### config.mk
export PLATFORM = sky130hd
export DESIGN_NAME = multicycle_control
export DESIGN_NICKNAME = d
export VERILOG_FILES = /design/src/rtl/multicycle_pkg.sv /design/src/rtl/retire_counter.sv /design/src/rtl/multicycle_control.sv
export SDC_FILE = /design/constraint.sdc
export NUM_CORES = 1
export LEC_CHECK = 0
export ABC_CLOCK_PERIOD_IN_PS = 2500
export CAP_MARGIN = 15
export CORE_AREA = 4 4 74 76
export CTS_BUF_LIST = sky130_fd_sc_hd__clkbuf_4 sky130_fd_sc_hd__clkbuf_8
export DETAILED_ROUTE_END_ITERATION = 12
export DIE_AREA = 0 0 78 80
export GPL_ROUTABILITY_DRIVEN = 0
export PLACE_DENSITY = 0.86
export REMOVE_ABC_BUFFERS = 1
export SLEW_MARGIN = 30
export SYNTH_ARGS = -nofsm -noshare
export SYNTH_HDL_FRONTEND = slang
export SYNTH_SLANG_ARGS = --single-unit
### constraint.sdc
create_clock -name Clock -period 2.5 [get_ports Clock]
set_input_delay 0.75 -clock Clock [delete_from_list [all_inputs] [get_ports Clock]]
set_output_delay 0.75 -clock Clock [all_outputs]
set_load 0.1 [all_outputs]
### src/rtl/multicycle_pkg.sv
// ============================================================================
// multicycle_pkg
// State encodings, opcodes, ALU/mux select codes and per-state control decode
// for the multi-cycle MIPS sequencer. Honours ILLEGAL_OPCODE_TRAP_EN.
// Revision: 1.0
// ============================================================================
`default_nettype none

package multicycle_pkg;

  typedef enum logic [3:0] {
    S_FETCH    = 4'd0,
    S_DECODE   = 4'd1,
    S_MEMADDR  = 4'd2,
    S_MEMREAD  = 4'd3,
    S_MEMWB    = 4'd4,
    S_MEMWRITE = 4'd5,
    S_EXECUTE  = 4'd6,
    S_RTYPEWB  = 4'd7,
    S_BRANCH   = 4'd8,
    S_JUMP     = 4'd9,
    S_ADDIEX   = 4'd10,
    S_ADDIWB   = 4'd11
`ifdef ILLEGAL_OPCODE_TRAP_EN
    , S_HALT   = 4'd12
`endif
  } state_t;

  localparam logic [5:0] OP_RTYPE = 6'b000000;
  localparam logic [5:0] OP_LW    = 6'b100011;
  localparam logic [5:0] OP_SW    = 6'b101011;
  localparam logic [5:0] OP_BEQ   = 6'b000100;
  localparam logic [5:0] OP_J     = 6'b000010;
  localparam logic [5:0] OP_ADDI  = 6'b001000;

  localparam logic [1:0] ALUOP_ADD   = 2'b00;
  localparam logic [1:0] ALUOP_SUB   = 2'b01;
  localparam logic [1:0] ALUOP_FUNCT = 2'b10;

  localparam logic [1:0] SRCB_RT      = 2'b00;
  localparam logic [1:0] SRCB_FOUR    = 2'b01;
  localparam logic [1:0] SRCB_IMM     = 2'b10;
  localparam logic [1:0] SRCB_IMM_SH2 = 2'b11;

  localparam logic [1:0] PCSRC_ALU    = 2'b00;
  localparam logic [1:0] PCSRC_ALUOUT = 2'b01;
  localparam logic [1:0] PCSRC_JUMP   = 2'b10;

  // FETCH's MemReady-gated PCWrite/IRWrite are added outside this struct.
  typedef struct packed {
    logic       pc_write;
    logic       pc_write_cond;
    logic       iord;
    logic       mem_read;
    logic       mem_write;
    logic       mem_to_reg;
    logic       reg_dst;
    logic       reg_write;
    logic       alu_src_a;
    logic [1:0] alu_src_b;
    logic [1:0] alu_op;
    logic [1:0] pc_source;
`ifdef ILLEGAL_OPCODE_TRAP_EN
    logic       halted;
`endif
  } ctrl_t;

  function automatic ctrl_t decode_ctrl(input state_t s);
    ctrl_t c;
    c = '0;
    case (s)
      S_FETCH: begin
        c.mem_read  = 1'b1;
        c.alu_src_b = SRCB_FOUR;
        c.alu_op    = ALUOP_ADD;
        c.pc_source = PCSRC_ALU;
      end
      S_DECODE: begin
        c.alu_src_b = SRCB_IMM_SH2;
        c.alu_op    = ALUOP_ADD;
      end
      S_MEMADDR, S_ADDIEX: begin
        c.alu_src_a = 1'b1;
        c.alu_src_b = SRCB_IMM;
        c.alu_op    = ALUOP_ADD;
      end
      S_MEMREAD: begin
        c.mem_read = 1'b1;
        c.iord     = 1'b1;
      end
      S_MEMWB: begin
        c.reg_write  = 1'b1;
        c.mem_to_reg = 1'b1;
      end
      S_MEMWRITE: begin
        c.mem_write = 1'b1;
        c.iord      = 1'b1;
      end
      S_EXECUTE: begin
        c.alu_src_a = 1'b1;
        c.alu_src_b = SRCB_RT;
        c.alu_op    = ALUOP_FUNCT;
      end
      S_RTYPEWB: begin
        c.reg_write = 1'b1;
        c.reg_dst   = 1'b1;
      end
      S_BRANCH: begin
        c.alu_src_a     = 1'b1;
        c.alu_src_b     = SRCB_RT;
        c.alu_op        = ALUOP_SUB;
        c.pc_write_cond = 1'b1;
        c.pc_source     = PCSRC_ALUOUT;
      end
      S_JUMP: begin
        c.pc_write  = 1'b1;
        c.pc_source = PCSRC_JUMP;
      end
      S_ADDIWB: begin
        c.reg_write = 1'b1;
      end
`ifdef ILLEGAL_OPCODE_TRAP_EN
      S_HALT: begin
        c.halted = 1'b1;
      end
`endif
      default: ;
    endcase
    return c;
  endfunction

endpackage

`default_nettype wire

### src/rtl/retire_counter.sv
// ============================================================================
// retire_counter
// Wrapping retired-instruction counter with synchronous active-high clear.
// Revision: 1.0
// ============================================================================
`default_nettype none

module retire_counter #(
  parameter int CNT_W = 32
) (
  input  logic             Clock,
  input  logic             Reset,
  input  logic             inc,
  output logic [CNT_W-1:0] count
);

  logic [CNT_W-1:0] count_q;
  logic [CNT_W-1:0] count_d;

  always_comb begin
    count_d = count_q;
    if (inc) begin
      count_d = count_q + {{(CNT_W-1){1'b0}}, 1'b1};
    end
  end

  always_ff @(posedge Clock) begin
    if (Reset) begin
      count_q <= '0;
    end else begin
      count_q <= count_d;
    end
  end

  assign count = count_q;

endmodule

`default_nettype wire

### src/rtl/multicycle_control.sv
// ============================================================================
// multicycle_control
// Registered multi-cycle control FSM for the MIPS datapath with a MemReady
// handshake and retired-instruction counter. ILLEGAL_OPCODE_TRAP_EN adds HALT.
// Revision: 1.0
// ============================================================================
`default_nettype none

module multicycle_control
  import multicycle_pkg::*;
#(
  parameter int CNT_W = 32
) (
  input  logic             Clock,
  input  logic             Reset,
  input  logic [5:0]       Opcode,
  input  logic             MemReady,
  output logic             PCWrite,
  output logic             PCWriteCond,
  output logic             IorD,
  output logic             MemRead,
  output logic             MemWrite,
  output logic             IRWrite,
  output logic             MemToReg,
  output logic             RegDst,
  output logic             RegWrite,
  output logic             ALUSrcA,
  output logic [1:0]       ALUSrcB,
  output logic [1:0]       ALUOp,
  output logic [1:0]       PCSource,
  output logic [3:0]       State,
  output logic [CNT_W-1:0] InstrCount
`ifdef ILLEGAL_OPCODE_TRAP_EN
  , output logic           Halted
`endif
);

  state_t state_q;
  state_t state_d;
  ctrl_t  ctrl_q;
  ctrl_t  ctrl_d;
  logic   retire;
  logic   fetch_ready;

  always_comb begin
    state_d = state_q;
    case (state_q)
      S_FETCH:    if (MemReady) state_d = S_DECODE;
      S_DECODE: begin
        case (Opcode)
          OP_LW, OP_SW: state_d = S_MEMADDR;
          OP_RTYPE:     state_d = S_EXECUTE;
          OP_BEQ:       state_d = S_BRANCH;
          OP_J:         state_d = S_JUMP;
          OP_ADDI:      state_d = S_ADDIEX;
`ifdef ILLEGAL_OPCODE_TRAP_EN
          default:      state_d = S_HALT;
`else
          default:      state_d = S_FETCH;
`endif
        endcase
      end
      S_MEMADDR:  state_d = (Opcode == OP_SW) ? S_MEMWRITE : S_MEMREAD;
      S_MEMREAD:  if (MemReady) state_d = S_MEMWB;
      S_MEMWRITE: if (MemReady) state_d = S_FETCH;
      S_EXECUTE:  state_d = S_RTYPEWB;
      S_ADDIEX:   state_d = S_ADDIWB;
`ifdef ILLEGAL_OPCODE_TRAP_EN
      S_HALT:     state_d = S_HALT;
`endif
      default:    state_d = S_FETCH;
    endcase
    // Outputs are registered from the next state so they line up with State.
    ctrl_d = decode_ctrl(Reset ? S_FETCH : state_d);
  end

  always_comb begin
    case (state_q)
      S_MEMWB, S_RTYPEWB, S_BRANCH, S_JUMP, S_ADDIWB: retire = 1'b1;
      S_MEMWRITE: retire = MemReady;
      default:    retire = 1'b0;
    endcase
  end

  always_ff @(posedge Clock) begin
    if (Reset) begin
      state_q <= S_FETCH;
    end else begin
      state_q <= state_d;
    end
    ctrl_q <= ctrl_d;
  end

  retire_counter #(
    .CNT_W (CNT_W)
  ) u_retire_counter (
    .Clock (Clock),
    .Reset (Reset),
    .inc   (retire),
    .count (InstrCount)
  );

  assign fetch_ready = (state_q == S_FETCH) && MemReady;

  assign PCWrite     = ctrl_q.pc_write | fetch_ready;
  assign IRWrite     = fetch_ready;
  assign PCWriteCond = ctrl_q.pc_write_cond;
  assign IorD        = ctrl_q.iord;
  assign MemRead     = ctrl_q.mem_read;
  assign MemWrite    = ctrl_q.mem_write;
  assign MemToReg    = ctrl_q.mem_to_reg;
  assign RegDst      = ctrl_q.reg_dst;
  assign RegWrite    = ctrl_q.reg_write;
  assign ALUSrcA     = ctrl_q.alu_src_a;
  assign ALUSrcB     = ctrl_q.alu_src_b;
  assign ALUOp       = ctrl_q.alu_op;
  assign PCSource    = ctrl_q.pc_source;
  assign State       = state_q;
`ifdef ILLEGAL_OPCODE_TRAP_EN
  assign Halted      = ctrl_q.halted;
`endif

endmodule

`default_nettype wire

==> results of run 1 <==
[worst max-delay path, stage by stage (launching register included)]
cell,delay (ns)
dfxtp_1,0.42
nor2_2,0.23
nor4bb_4,0.35
or2_4,0.19
buf_12,0.17
[kinds of logic (layout without fill, tap and decap cells)]
| group | count (synthesis) | after routing | share of synthesized area (%) |
|---|---|---|---|
| compound gates | 60 | 60 | 14.81 |
| xor+xnor | 14 | 14 | 5.183 |
| fa+ha+maj | 1 | 1 | 0.5287 |
| buf+inv | 30 | 100 | 5.923 |
| flops | 50 | 50 | 42.31 |
| simple gates | 126 | 126 | 31.25 |
[power by group]
group | internal, W | leakage (nW) | switching [W]
registers | 0.000801 | 0.404 | 0.00000288
clock network | 0.000300 | 0.0585 | 0.000276
logic | 0.0000602 | 0.724 | 0.000106
total | 0.00116 | 1.19 | 0.000384
[state kept, by name, indices dropped and copies added, names as in the netlist, 2 cells and up]
signal / count
PCSource: 2
u_retire_counter.count: 32
ALUSrcB: 2
ALUOp: 2
State: 4
[cell type report]
class,instances,area share [%]
Timing Repair Buffer,82,21.00
Clock buffer,5,2.191
Clock inverter,3,1.394
Sequential cell,50,31.91
Multi-Input combinational cell,201,39.64
Tap cell,67,2.669
Inverter,10,1.195
[how the worst max path moves through the flow]
stage	to	from	cells after the start
final	PCWrite	State[3]$_DFF_P_	4
after floorplan	PCWrite	State[2]$_DFF_P_	3
after global placement	u_retire_counter.count[15]$_SDFFE_PP0P_	MemReady	6
after detailed placement	u_retire_counter.count[15]$_SDFFE_PP0P_	MemReady	6
after global routing	PCWrite	State[3]$_DFF_P_	4
after CTS	PCWrite	State[2]$_DFF_P_	4
[what timing repair did]
item | 4_1_cts | 5_1_grt
pin swaps | 2 | 0
resized for setup | 4 | 2
hold buffers | 0 | 0
setup endpoints to repair | 5 | 2
[cell usage after synthesis (all sizes together) (2+ instances only)]
master	instances	area (µm²)
a211oi	2	15.01
a21oi	21	105.1
and2	5	31.28
and3	2	12.51
and4	2	17.52
buf	9	58.80
clkbuf	11	43.79
dfxtp	50	1001
inv	10	37.54
nand2	13	48.80
nand2b	5	31.28
nand3	11	55.05
nand4	7	50.05
nand4b	2	17.52
nor2	22	82.58
nor3	12	60.06
nor3b	8	60.06
nor4	2	12.51
nor4bb	3	30.03
o211ai	4	30.03
o21ai	21	105.1
o31ai	5	37.54
or2	4	25.02
or3	15	97.59
or4	8	67.56
xnor2	12	105.1
xor2	2	17.52
[routing by layer]
metal / share of wire [%] / wire length, µm / up-vias / global-route usage, %
li1: - / - / 1145 / -
met1: 44 / 2498 / 1056 / 21.82
met2: 50 / 2859 / 54 / 35.27
met3: 5.4 / 312 / 9 / 5.079
met4: 1.1 / 64 / 0 / 6.119
met5: 0 / 0 / - / 0
[cell usage in the layout, fill, tap and decap left out, types with 3 or more instances in the layout]
| cell type | count |
|---|---|
| buf_4 | 72 |
| or4_1 | 6 |
| nand2b_1 | 5 |
| dfxtp_1 | 49 |
| and2_1 | 5 |
| nand3_1 | 11 |
| nand2_1 | 13 |
| o211ai_1 | 4 |
| inv_1 | 10 |
| o31ai_1 | 5 |
| nand4_1 | 6 |
| clkbuf_8 | 5 |
| or2_2 | 3 |
| a21oi_1 | 21 |
| nor3_1 | 12 |
| clkdlybuf4s50_1 | 7 |
| nor3b_1 | 8 |
| o21ai_0 | 20 |
| or3_2 | 3 |
| or3_1 | 12 |
| xnor2_1 | 12 |
| nor2_1 | 21 |
[metrics by stage]
stage / instance area, µm² / util [%]
final: 3141 / 66.49
after global routing: 3141 / 66.49
after CTS: 3137 / 66.41
after detailed placement: 3008 / 63.68
after global placement: 3008 / 63.68
after floorplan: 2263 / -
==> results.tsv, run 1 <==
metric	value	unit
status	complete, no violations	
detailed-route via count	2264	
final non-filler cell total	418	
pwr dens	492.2	nW/µm²
Cells after Synth	281	
Setup violations, final	0	
antenna viol nets, final	0	
fmax	413.5	MHz
# H-tree levels	2	
Final min period	2.418	ns
Core ar.	4723	µm²
Hold Crit Class	flip-flop to flip-flop	
Inst Count DP	410	
WP data required	1.75	ns
Yosys reg bits	50	
Min Hold Slack	0.4966	ns
Setup TNS	0	ns
I/O Pins	61	
Pwr Total	0.001546	W
largest net degree at the start of global routing	33	
Register Area	1002	µm²
starting density of the core	50.09	%
reg2reg end	u_retire_counter.count[28]$_SDFFE_PP0P_	
fillers	373	
Pre-antenna DRT Iters	5	
Rows	25	
Max Slew Vio Count	0	
period utilization	96.73	%
unrepaired setup endpoints after global routing	false	
DIE AREA	6240	µm²
final setup margin	0.08171	ns
Clock Tree Buf Depth	2	
Hold Path Depth	2	
CTS Buf Count	5	
Max Clock Skew	0.009732	ns
Worst-Margin Slew	0.4480	ns
Die Ht	80	µm
Post CTS Setup Buffer Count	0	
number of nets in the layout	360	
GRT Residual Overflow	0	
vias per cell	5.416	
max cap viols	0	
worst r2r src	u_retire_counter.count[15]$_SDFFE_PP0P_	
Slew headroom	70.07	%
initial antenna violation count	0	
CP endpoint kind	primary output	
vias in the first global route	2209	
post-DP HPWL	4273	µm
Post-synth EDFFs	0	
Mapped Area	2366	µm²
first-pass GRT wire length	9860	µm
pre-CTS setup slack	-0.3242	ns
hold endpoint	u_retire_counter.count[31]$_SDFFE_PP0P_	
Leakage	1.186	nW
clk root buf	clkbuf_8	
share of cells above drive strength 1	27.35	%
Clock Pin Slew Worst Setup and Hold Paths	0.10	ns
r2r worst-path depth	5	
CTS sink cnt	50	
Initial DRC Count	141	
distinct cell type count after synthesis	47	
Reg2Reg Setup Slack	0.21	ns
crit path kind	flip-flop to primary output	
Multi-input gate area	1245	µm²
CP Max Fanout	9	
Syn. warnings	0	
peak supply drop	259.1	µV
hold path start	u_retire_counter.count[31]$_SDFFE_PP0P_	
clk_lat worst skew	0.30	ns
CTS tree	done	
Routed WL	5735	µm
Synth Flop Type	dfxtp_1	
Syn-to-layout area delta	32.73	%
Synth Area per Inst	8.420	µm²
routed len/inst	13.72	µm
# diodes	0	
startpoint types	flip-flop	
die span in x	78	µm
buffers added on ports	60	
Final Hold Vio Count	0	
register area share after synthesis	42.31	%
DR DRC count	0	
Worst Path Arrival	1.67	ns
Total GRT Usage	19.31	%
FFs w/ async S/R, synth	0	%
Power figures use the tool's default switching activity.
==> run 2, diff against run 1 <==
--- a/config.mk
+++ b/config.mk
@@ -11,10 +11,9 @@
 export CTS_BUF_LIST = sky130_fd_sc_hd__clkbuf_4 sky130_fd_sc_hd__clkbuf_8
 export DETAILED_ROUTE_END_ITERATION = 12
 export DIE_AREA = 0 0 78 80
-export GPL_ROUTABILITY_DRIVEN = 0
 export PLACE_DENSITY = 0.86
 export REMOVE_ABC_BUFFERS = 1
-export SLEW_MARGIN = 30
+export SLEW_MARGIN = 20
 export SYNTH_ARGS = -nofsm -noshare
 export SYNTH_HDL_FRONTEND = slang
 export SYNTH_SLANG_ARGS = --single-unit
==> constraint.sdc (replaced) <==
create_clock -name Clock -period 2.5 [get_ports Clock]
set_input_delay 0.75 -clock Clock [delete_from_list [all_inputs] [get_ports Clock]]
set_output_delay 0.75 -clock Clock [all_outputs]
set_load 0.005 [all_outputs]
==> results.tsv, run 2 (synthesized netlist as in run 1, its figures left out) <==
metric	value	unit
Hold Path Depth	2	
Syn-to-layout area delta	37.92	%
detailed-route via count	2298	
Clk pwr share	34.2	%
status	complete, no violations	
worst r2r src	u_retire_counter.count[15]$_SDFFE_PP0P_	
GRT Residual Overflow	0	
Routed WL	5779	µm
Worst Path Arrival	1.68	ns
commonest non-fill, non-tap cell in the layout	clkdlybuf4s50_1	
CTS sink cnt	50	
Slew headroom	70.90	%
Pwr Total	0.001373	W
Clock Tree Buf Depth	2	
hold path start	u_retire_counter.count[25]$_SDFFE_PP0P_	
Die Ht	80	µm
DIE AREA	6240	µm²
fmax	412.0	MHz
Max Clock Skew	0.01047	ns
vias in the first global route	2194	
cts hold-fix bufs	0	
Final min period	2.427	ns
unrepaired setup endpoints after global routing	false	
CP endpoint kind	primary output	
DR DRC count	0	
Reg2Reg Setup Slack	0.17	ns
Pre-antenna DRT Iters	4	
pwr dens	420.8	nW/µm²
startpoint types	input port	
# diodes	0	
GPL Wtd Cong	0.8450	
CTS Buf Count	5	
clk_lat worst skew	0.30	ns
# H-tree levels	2	
Final Hold Vio Count	0	
Total GRT Usage	18.91	%
clk root buf	clkbuf_8	
hold endpoint	u_retire_counter.count[25]$_SDFFE_PP0P_	
routed len/inst	13.69	µm
NetSw	0.0003091	W
CP Max Fanout	2	
first-pass GRT wire length	9694	µm
Max Slew Vio Count	0	
Worst-Margin Slew	0.4356	ns
max cap viols	0	
CTS tree	done	
most frequent cells in the layout	57 x clkdlybuf4s50_1, 50 x dfxtp_1, 24 x buf_4	
Largest register FFs	32	
antenna viol nets, final	0	
Comb power frac	7.1	%
reg2reg end	u_retire_counter.count[28]$_SDFFE_PP0P_	
vias per cell	5.445	
WP data required	1.75	ns
largest net degree at the start of global routing	33	
Sw Ratio	22.52	%
number of nets in the layout	364	
starting density of the core	50.09	%
Rows	25	
I/O Pins	61	
P_int	0.001064	W
Inst Count DP	414	
Leakage	1.097	nW
crit path kind	input port to primary output	
Core ar.	4723	µm²
buffers added on ports	60	
Hold Crit Class	flip-flop to flip-flop	
Sequential Power Share	58.7	%
post-DP HPWL	4188	µm
Setup TNS	0	ns
share of cells above drive strength 1	13.52	%
initial antenna violation count	0	
peak supply drop	346.0	µV
Initial DRC Count	178	
r2r worst-path depth	5	
Clock Pin Slew Worst Setup and Hold Paths	0.09	ns
period utilization	97.08	%
die span in x	78	µm
final non-filler cell total	422	
Setup violations, final	0	
## run 2: changes by cell type in the layout (fill, tap and decap cells not counted), sizes merged
cell	previous run	this run
inv	11	10
clkbuf	5	6
bufinv	1	0
dlygate4sd2	1	3
clkinv	1	2
buf	74	26
clkdlybuf4s50	7	57
## run 2: layout make-up
cell class | instances | area, µm²
clock buffer | 6 | 76.32
clock inverter | 2 | 13.76
fill | 384 | 1460
inverter | 10 | 37.54
multi-input combinational | 201 | 1251
sequential | 50 | 1001
tap | 67 | 83.83
timing repair buffer | 86 | 799.5
## run 2: layer usage
metal	vias up	share of wire [%]	track usage (%)
li1	1153	-	-
met2	72	49	33.56
met5	-	0	0
met4	0	1.5	5.769
met3	11	6.3	5.079
met1	1062	43	22.20
## run 2: worst max-delay path, cell delays in order
cell	delay, ns
dlygate4sd2_1	0.25
nor4bb_4	0.15
or2_4	0.26
dlygate4sd2_1	0.26
## run 2: power groups by stage
stage                     logic (W)  registers, W  clock network, W
after global placement    0.0000940      0.000824                 0
after global routing       0.000105      0.000808          0.000525
after detailed placement  0.0000957      0.000824                 0
after CTS                 0.0000974      0.000806          0.000476
after floorplan           0.0000309      0.000824                 0
final                     0.0000969      0.000807          0.000470
## run 2: worst max path at each step
stage                           startpoint                                      end  slack (ns)  cells after the start
after floorplan                   MemReady  u_retire_counter.count[18]$_SDFFE_PP0P_        0.05                      5
after global placement            MemReady                                  PCWrite       -0.45                      4
after detailed placement          MemReady                                  PCWrite       -0.49                      4
after CTS                         MemReady                                  PCWrite        0.07                      4
after global routing      State[0]$_DFF_P_  u_retire_counter.count[26]$_SDFFE_PP0P_        0.02                      6
final                             MemReady                                  PCWrite        0.07                      4
## run 2: timing repair
item | CTS | global route
resized for setup | 10 | 0
hold endpoints to repair | 0 | 0
buffers inserted | 0 | 0
endpoints found under the setup margin | 12 | 0
## run 2: per-stage QoR
stage / utilization [%] / area (µm²) / hold slack (ns) / setup WS (ns)
floorplan: - / 2263 / 0.4621 / 0.04989
global placement: 66.54 / 3143 / 0.4643 / -0.4471
detailed placement: 66.54 / 3143 / 0.5012 / -0.4898
CTS: 69.09 / 3263 / 0.5119 / 0.06535
global route: 69.09 / 3263 / 0.5531 / 0.01832
finish: 69.09 / 3263 / 0.5104 / 0.07294
==> run 3, diff against run 2 <==
--- a/config.mk
+++ b/config.mk
@@ -7,11 +7,12 @@
 export LEC_CHECK = 0
 export ABC_CLOCK_PERIOD_IN_PS = 2500
 export CAP_MARGIN = 15
-export CORE_AREA = 4 4 74 76
+export CORE_AREA = 4 4 82 84
 export CTS_BUF_LIST = sky130_fd_sc_hd__clkbuf_4 sky130_fd_sc_hd__clkbuf_8
 export DETAILED_ROUTE_END_ITERATION = 12
-export DIE_AREA = 0 0 78 80
-export PLACE_DENSITY = 0.86
+export DIE_AREA = 0 0 86 88
+export DONT_BUFFER_PORTS = 1
+export PLACE_DENSITY = 0.6
 export REMOVE_ABC_BUFFERS = 1
 export SLEW_MARGIN = 20
 export SYNTH_ARGS = -nofsm -noshare
==> results.tsv, run 3 (synthesized netlist as in run 1, its figures left out) <==
metric	value	unit
Clock Tree Buf Depth	2	
Total GRT Usage	14.07	%
final setup margin	0.1627	ns
antenna viol nets, final	0	
vias in the first global route	1810	
post-CTS sizing	0	
share of cells above drive strength 1	12.01	%
Leakage	0.8149	nW
Pwr Total	0.001350	W
critical path's slowest cell	or4_4	
vias per cell	5.500	
max cap viols	0	
DIE AREA	7568	µm²
critical path depth	5	
GPL Wtd Cong	0.7808	
CTS Buf Count	5	
Max Clock Skew	0.008056	ns
WP data required	2.74	ns
initial antenna violation count	0	
Syn-to-layout area delta	8.355	%
cell mode on critical path	or4_4	
Final min period	2.337	ns
Initial DRC Count	70	
detailed-route via count	1969	
Core ar.	5921	µm²
pwr dens	526.5	nW/µm²
routed len/inst	14.63	µm
Reg2Reg Setup Slack	0.16	ns
Largest register FFs	32	
Setup TNS	0	ns
Rows	28	
Post CTS Setup Buffer Count	0	
Worst-Margin Slew	0.4688	ns
CP Launch Point	u_retire_counter.count[15]$_SDFFE_PP0P_	
GRT Residual Overflow	0	
largest net degree at the start of global routing	34	
final non-filler cell total	358	
status	complete, no violations	
startpoint types	flip-flop	
first-pass GRT wire length	8625	µm
commonest non-fill, non-tap cell in the layout	dfxtp_1	
crit path kind	flip-flop to flip-flop	
period utilization	93.49	%
die span in x	86	µm
reg2reg end	u_retire_counter.count[28]$_SDFFE_PP0P_	
cts hold-fix bufs	0	
# H-tree levels	2	
crit path capture	u_retire_counter.count[28]$_SDFFE_PP0P_	
Pre-antenna DRT Iters	4	
CP endpoint kind	flip-flop	
CTS tree	done	
Post-Route Utilization	43.30	%
# diodes	0	
post-DP HPWL	3790	µm
worst r2r src	u_retire_counter.count[15]$_SDFFE_PP0P_	
delay-heaviest family, CP	simple AND/OR/NAND/NOR gates	
buffers added on ports	0	
Final Hold Vio Count	0	
number of nets in the layout	292	
starting density of the core	39.96	%
most frequent cells in the layout	50 x dfxtp_1, 22 x nor2_1, 21 x a21oi_1	
Routed WL	5236	µm
pre-CTS setup slack	0.07318	ns
CTS sink cnt	50	
Max Slew Vio Count	0	
Buf/Inv on CP	0	
Clock Pin Slew Worst Setup and Hold Paths	0.10	ns
CP Max Fanout	6	
DR DRC count	0	
fillers	583	
clk_lat worst skew	0.30	ns
Crit path largest cell delay	0.56	ns
unrepaired setup endpoints after global routing	false	
r2r worst-path depth	5	
Slew headroom	68.61	%
Hold Crit Class	flip-flop to flip-flop	
Setup violations, final	0	
I/O Pins	61	
peak supply drop	297.6	µV
CP Cell Sequence	nand4_2 -> or4_4 -> or4_4 -> or4_1 -> a21oi_1	
fmax	427.8	MHz
Worst Path Arrival	2.58	ns
clk root buf	clkbuf_8	
Die Ht	88	µm
Inst Count DP	350	
-- run 3: cell type report --
class                           instances  area, µm²  share of cell area (%)
Timing Repair Buffer                   14      105.1                   4.100
Clock buffer                            5      68.82                   2.684
Tap cell                               75      93.84                   3.660
Sequential cell                        50       1001                   39.04
Multi-Input combinational cell        201       1231                   48.02
Clock inverter                          3      26.28                   1.025
Inverter                               10      37.54                   1.464
-- run 3: per-stage QoR --
step / cell area (µm²) / hold WS, ns
6_report: 2564 / 0.4952
5_1_grt: 2564 / 0.4896
4_1_cts: 2557 / 0.4937
3_5_place_dp: 2462 / 0.4845
3_3_place_gp: 2462 / 0.4753
2_1_floorplan: 2263 / 0.4621
-- run 3: layer usage --
metal	wire length, µm	global-route usage, %	share of wire, %
met1	2440	17.55	47
met2	2375	22.85	45
met3	374	5.550	7.1
met4	46	3.453	0.88
met5	0	0	0
-- run 3: how the worst min path moves through the flow --
stage,end,depth (start not counted),start
after floorplan,u_retire_counter.count[31]$_SDFFE_PP0P_,2,u_retire_counter.count[31]$_SDFFE_PP0P_
after global placement,u_retire_counter.count[31]$_SDFFE_PP0P_,2,u_retire_counter.count[31]$_SDFFE_PP0P_
after detailed placement,u_retire_counter.count[31]$_SDFFE_PP0P_,2,u_retire_counter.count[31]$_SDFFE_PP0P_
after CTS,u_retire_counter.count[22]$_SDFFE_PP0P_,1,Reset
after global routing,u_retire_counter.count[21]$_SDFFE_PP0P_,1,Reset
final,u_retire_counter.count[31]$_SDFFE_PP0P_,2,u_retire_counter.count[31]$_SDFFE_PP0P_
-- run 3: report_power, final --
group	total, W	switching, W	internal, W	leakage [nW]
sequential	0.000805	0.00000375	0.000801	0.403
combinational	0.0000472	0.0000242	0.0000230	0.362
clock	0.000498	0.000289	0.000208	0.0495
-- run 3: worst register-to-register path: cells and delay by family, from the launching register on --
kind / cells / cell delay (ns)
flops: 1 / 0.46
compound gates: 1 / 0.14
simple gates: 4 / 1.67
